--- src/rtl/mips_pc_unit.sv ---
// Program counter register with prioritised next-PC selection (exc > jr > jmp > brnch > pc+4).
// Define MIPS_PC_RAS_EN to add a circular return-address stack feeding jr targets.
module mips_pc_unit #(
    parameter int              XLEN      = 32,
    parameter logic [XLEN-1:0] RESET_VEC = '0,
    parameter logic [31:0]     EXC_VEC   = 32'h0000_0180,
    parameter int              RAS_DEPTH = 4
) (
    input  logic            clk,
    input  logic            rst,
    input  logic            stall,
    input  logic [31:0]     inst,
    input  logic            brnch,
    input  logic            jmp,
    input  logic            link,
    input  logic            jr,
    input  logic [XLEN-1:0] rs_val,
    input  logic            exc,
    output logic [XLEN-1:0] pc,
    output logic [XLEN-1:0] pcplus4,
    output logic            fetch_valid,
    output logic            redirect,
    output logic            ras_used
);

    if (XLEN < 32 || RAS_DEPTH < 2 || RAS_DEPTH > 16 ||
        (RAS_DEPTH & (RAS_DEPTH - 1)) != 0) begin : g_param_check
        $error("mips_pc_unit: unsupported XLEN or RAS_DEPTH");
    end

    typedef enum logic [1:0] {
        ST_BOOT   = 2'd0,
        ST_RUN    = 2'd1,
        ST_BUBBLE = 2'd2
    } state_t;

    state_t          state_q, state_d;
    logic [XLEN-1:0] pc_q, pc_d;

    logic [XLEN-1:0] seimm;
    logic [XLEN-1:0] bta;
    logic [XLEN-1:0] jta;
    logic [XLEN-1:0] jr_target;
    logic [XLEN-1:0] exc_target;

    logic            active;
    logic            take_jr;
    logic            take_jmp;
    logic            take_br;
    logic            ras_pop;

    assign pcplus4    = pc_q + XLEN'(4);
    assign seimm      = {{(XLEN-16){inst[15]}}, inst[15:0]};
    assign bta        = pcplus4 + (seimm << 2);
    assign jta        = {pcplus4[XLEN-1:28], inst[25:0], 2'b00};
    assign exc_target = XLEN'(EXC_VEC);

    // Control inputs only count for a valid instruction that is not stalled; exc always wins.
    always_comb begin
        active   = (state_q == ST_RUN) && !stall;
        take_jr  = active && !exc && jr;
        take_jmp = active && !exc && !jr && jmp;
        take_br  = active && !exc && !jr && !jmp && brnch;
    end

`ifdef MIPS_PC_RAS_EN
    localparam int PTR_W = $clog2(RAS_DEPTH);
    localparam int CNT_W = PTR_W + 1;

    logic [XLEN-1:0]  ras_q [RAS_DEPTH];
    logic [XLEN-1:0]  ras_d [RAS_DEPTH];
    logic [PTR_W-1:0] ptr_q, ptr_d;
    logic [CNT_W-1:0] cnt_q, cnt_d;
    logic [PTR_W-1:0] top_idx;
    logic             ras_push;
    logic [5:0]       unused_inst_hi;

    assign unused_inst_hi = inst[31:26];
    assign top_idx        = ptr_q - 1'b1;
    assign ras_push       = take_jmp && link;
    assign ras_pop        = take_jr && (cnt_q != '0);
    assign jr_target      = ras_pop ? ras_q[top_idx] : rs_val;

    // ptr_q is the next write slot; a push when full overwrites the oldest entry.
    always_comb begin
        ras_d = ras_q;
        ptr_d = ptr_q;
        cnt_d = cnt_q;
        if (exc) begin
            cnt_d = '0;
        end else if (ras_push) begin
            ras_d[ptr_q] = pcplus4;
            ptr_d        = ptr_q + 1'b1;
            if (cnt_q != CNT_W'(RAS_DEPTH)) begin
                cnt_d = cnt_q + 1'b1;
            end
        end else if (ras_pop) begin
            ptr_d = top_idx;
            cnt_d = cnt_q - 1'b1;
        end
    end

    always_ff @(posedge clk) begin
        if (rst) begin
            ptr_q <= '0;
            cnt_q <= '0;
        end else begin
            ptr_q <= ptr_d;
            cnt_q <= cnt_d;
        end
    end

    always_ff @(posedge clk) begin
        ras_q <= ras_d;
    end
`else
    logic [6:0] unused_inputs;

    assign unused_inputs = {inst[31:26], link};
    assign ras_pop       = 1'b0;
    assign jr_target     = rs_val;
`endif

    always_comb begin
        pc_d    = pc_q;
        state_d = state_q;
        if (exc) begin
            pc_d    = exc_target;
            state_d = ST_BUBBLE;
        end else if (!stall) begin
            unique case (state_q)
                ST_RUN: begin
                    if (take_jr) begin
                        pc_d    = jr_target;
                        state_d = ST_BUBBLE;
                    end else if (take_jmp) begin
                        pc_d    = jta;
                        state_d = ST_BUBBLE;
                    end else if (take_br) begin
                        pc_d    = bta;
                        state_d = ST_BUBBLE;
                    end else begin
                        pc_d = pcplus4;
                    end
                end
                ST_BOOT, ST_BUBBLE: state_d = ST_RUN;
                default: state_d = ST_BOOT;
            endcase
        end
    end

    always_ff @(posedge clk) begin
        if (rst) begin
            pc_q    <= RESET_VEC;
            state_q <= ST_BOOT;
        end else begin
            pc_q    <= pc_d;
            state_q <= state_d;
        end
    end

    assign pc          = pc_q;
    assign fetch_valid = !rst && (state_q == ST_RUN);
    assign redirect    = !rst && (take_jr || take_jmp || take_br || (active && exc));
    assign ras_used    = !rst && ras_pop;

endmodule
--- config.mk ---
export PLATFORM = sky130hd
export DESIGN_NAME = mips_pc_unit
export DESIGN_NICKNAME = d
export VERILOG_FILES = /design/src/rtl/mips_pc_unit.sv
export SDC_FILE = /design/constraint.sdc
export NUM_CORES = 1
export LEC_CHECK = 0
export ABC_AREA = 0
export CORE_UTILIZATION = 47
export CTS_CLUSTER_DIAMETER = 200
export CTS_CLUSTER_SIZE = 10
export DETAILED_ROUTE_END_ITERATION = 6
export HOLD_SLACK_MARGIN = 0.03
export MAX_ROUTING_LAYER = met4
export PLACE_DENSITY = 0.82
export SLEW_MARGIN = 40
export SYNTH_ARGS = -nofsm -noshare
export SYNTH_HDL_FRONTEND = slang
export SYNTH_SLANG_ARGS = --single-unit
--- constraint.sdc ---
create_clock -name clk -period 3.95 [get_ports clk]
set_input_delay 0.5925 -clock clk [delete_from_list [all_inputs] [get_ports clk]]
set_output_delay 0.5925 -clock clk [all_outputs]
set_load 0.02 [all_outputs]
==> run metrics <==
Pint about 0.00062 W; hold bufs inserted after CTS 0; top_reg_cell synth dfxtp_1; die area a little over 0.009 mm^2; ANT cells 0; register bit count reported by yosys 34; Worst path slowest cell dfxtp_2; dpl cell area ~0.0057 mm^2; Post-Place Cells 800; clock-pin slew on the worst setup and hold paths around 0.080 ns; synth top area cells dfxtp_1 17%, ha_1 11%, xnor2_1 7.5%, a21oi_1 7.0%, nand2_1 4.4%; most numerous cell in the Yosys netlist a21oi_1; H-tree depth 2; Critical Path RT 4.16 ns; Finished Cell Area around 0.0058 mm^2; Commonest cells post-synth 57 x a21oi_1, 48 x nand2_1, 37 x nor2_1; Slew HR between 50% and 60%; leak pwr between 2 and 2.5 nW; Async SR Flop Fraction 0%; synth unique cells 66; Die X about 95 um; startpoint types flop; DP Wirelength 11.7 mm; Clock Latency Late Sink between 0.2 and 0.3 ns; Overflow after GRT 0; Post-Syn Area between 0.004 and 0.005 mm^2; status complete, no violations; combinational cell fraction of total power between 20% and 30%; Seq/Total Area, Yosys 16.6%; clock share of power 31.7%; Synth Area per Inst between 7 and 8 um^2; final setup fails 0; Hold Vio Cnt, Final 0; CTS max path bufs 2; crit path kind reg2reg; DR vias between 5000 and 6000; Max Cap Viol 0; Detail Route Antenna Nets 0; Core Area ~0.0083 mm^2; Die Ht ~95 um; clock sinks 34; Synth warnings 0; total wire length around 15 mm; Switching Share between 30% and 40%; largest net degree at the start of global routing 26; cell count after synthesis about 560; first-pass GRT wire length between 20 and 25 mm; measured slew at the worst slew-check pin approximately 0.64 ns; vias per inst 6.32; Critical Path Max Stage Delay about 0.39 ns; Root Buffer Master clkbuf_8; IO Pins 139; Global Route Usage Sum 34.9%; Rows 33; fin. max-slew vios 0; antenna violations before repair 0; Worst EP arrival 3.89 ns; hold crit path type reg2reg; Net Sw Power roughly 0.00029 W; final clock skew 0.00787 ns; unrepaired setup endpoints after global routing false; Pwr Density ~160 mW/mm^2; Nets roughly 800; Mapped Nets ~670; Initial Util about 50%; critical-path maximum fanout 11; crit end category flop; 1st-pass router iterations 6; EDFF count, synth 0; Routed WL per cell ~19 um; Reg power frac 39.0%; Max VDD drop about 130 uV; fin crit share approximately 93%; drt drc 0; FMAX around 270 MHz; CTS Buf Count 5; Tmin final about 3.7 ns; Synth area leader dfxtp_1; gpl congestion between 0.9 and 1; worst reg2reg path depth 17; vias in the first global route 4875; top-area cell type share of the netlist area 16.6%; port bufs 130; initial drt markers roughly 340; Non-Filler Instances 810; share of post-route cells with drive strength above 1 about 9%; hold path depth 2; Final Power a little over 0.0009 W; Area Overhead vs Synth 42.2%; TritonCTS clock tree yes; CP cell instances ha_1, nand3_1, nor3_2, buf_4, and4_1, nand2_1, xnor2_2, ha_1, buf_4, nand4_1, nor4_1, o21ai_0, nand2_1, a311o_1, xor2_1, mux2i_1, o22ai_1; final setup TNS 0 ns
==> metal layers <==
metal	global-route usage, %	routed length, um	up-vias
met5	-	0	-
met4	8.33	199	0
met3	4.47	1160	23
met1	45.1	6640	2427
li1	-	-	2428
met2	57.9	7460	240
==> per-stage QoR <==
step,worst slack (ns),util [%],hold slack [ns]
floorplan,0.132,-,0.516
global placement,0.255,68.2,0.473
detailed placement,0.163,68.2,0.492
CTS,0.148,69.3,0.502
global route,0.0143,69.9,0.527
finish,0.270,69.9,0.502
==> power groups by stage <==
stage	combinational (W)	sequential, W	clock (W)
after floorplan	0.000127	0.000366	0
after global placement	0.000254	0.000363	0
after detailed placement	0.000260	0.000363	0
after CTS	0.000261	0.000355	0.000292
after global routing	0.000287	0.000356	0.000304
final	0.000267	0.000356	0.000290
==> cells by family after synthesis <==
logic type	Yosys count	share of synthesized area, %
buffers and inverters	40	4.09
multiplexers	4	0.977
XOR/XNOR	48	10.3
AO/OA/AOI/OAI	206	33.7
AND/OR/NAND/NOR	188	22.8
other	1	0.0915
flip-flops	34	16.6
adder cells (fa/ha/maj)	37	11.5
==> area by class of cell <==
| class | instances | area (um^2) |
|---|---|---|
| well taps | 105 | 131 |
| flip-flops and latches | 34 | 683 |
| repair buffers | 169 | 1590 |
| fillers | 717 | 2510 |
| clock inverters | 1 | 5.00 |
| clock buffers | 7 | 86.3 |
| inverters | 10 | 37.5 |
| multi-input cells | 484 | 3290 |
==> timing repair <==
| action | in CTS | in global routing |
|---|---|---|
| buffers inserted | 0 | 2 |
| gates resized for setup | 0 | 8 |
| endpoints found under the setup margin | 0 | 7 |
==> final timing paths <==
check	start	to	slack, ns
worst max-delay path	pc[2]	pc[27]	0.27
worst min-delay path	pc[1]	pc[1]	0.50
worst max register to register	pc[2]	pc[27]	0.27
worst min register to register	pc[1]	pc[1]	0.50
==> registers in the layout, summed over array words and instances (netlist names) <==
signal	flops
state_q	2
pc	32
==> worst max-delay path: cells and delay by family (launching register included) <==
family	cells	cell delay [ns]
DFF	1	0.39
adders and majority gates	2	0.51
and+or+nand+nor	7	1.36
AOI/OAI and AO/OA	3	0.56
xor gates and xnor gates	2	0.33
muxes	1	0.10
buffers and inverters	2	0.37
==> cell usage in the layout, fill, tap and decap left out, types with 17 or more instances in the layout <==
cell type	instances
clkdlybuf4s50_1	130
xnor2_1	33
a21oi_1	57
o21ai_0	27
nand2_1	48
dfxtp_1	32
buf_4	39
nand3_1	24
nor3_1	17
nor2_1	37
ha_1	36
No activity file was read; power rests on OpenSTA's default activity.
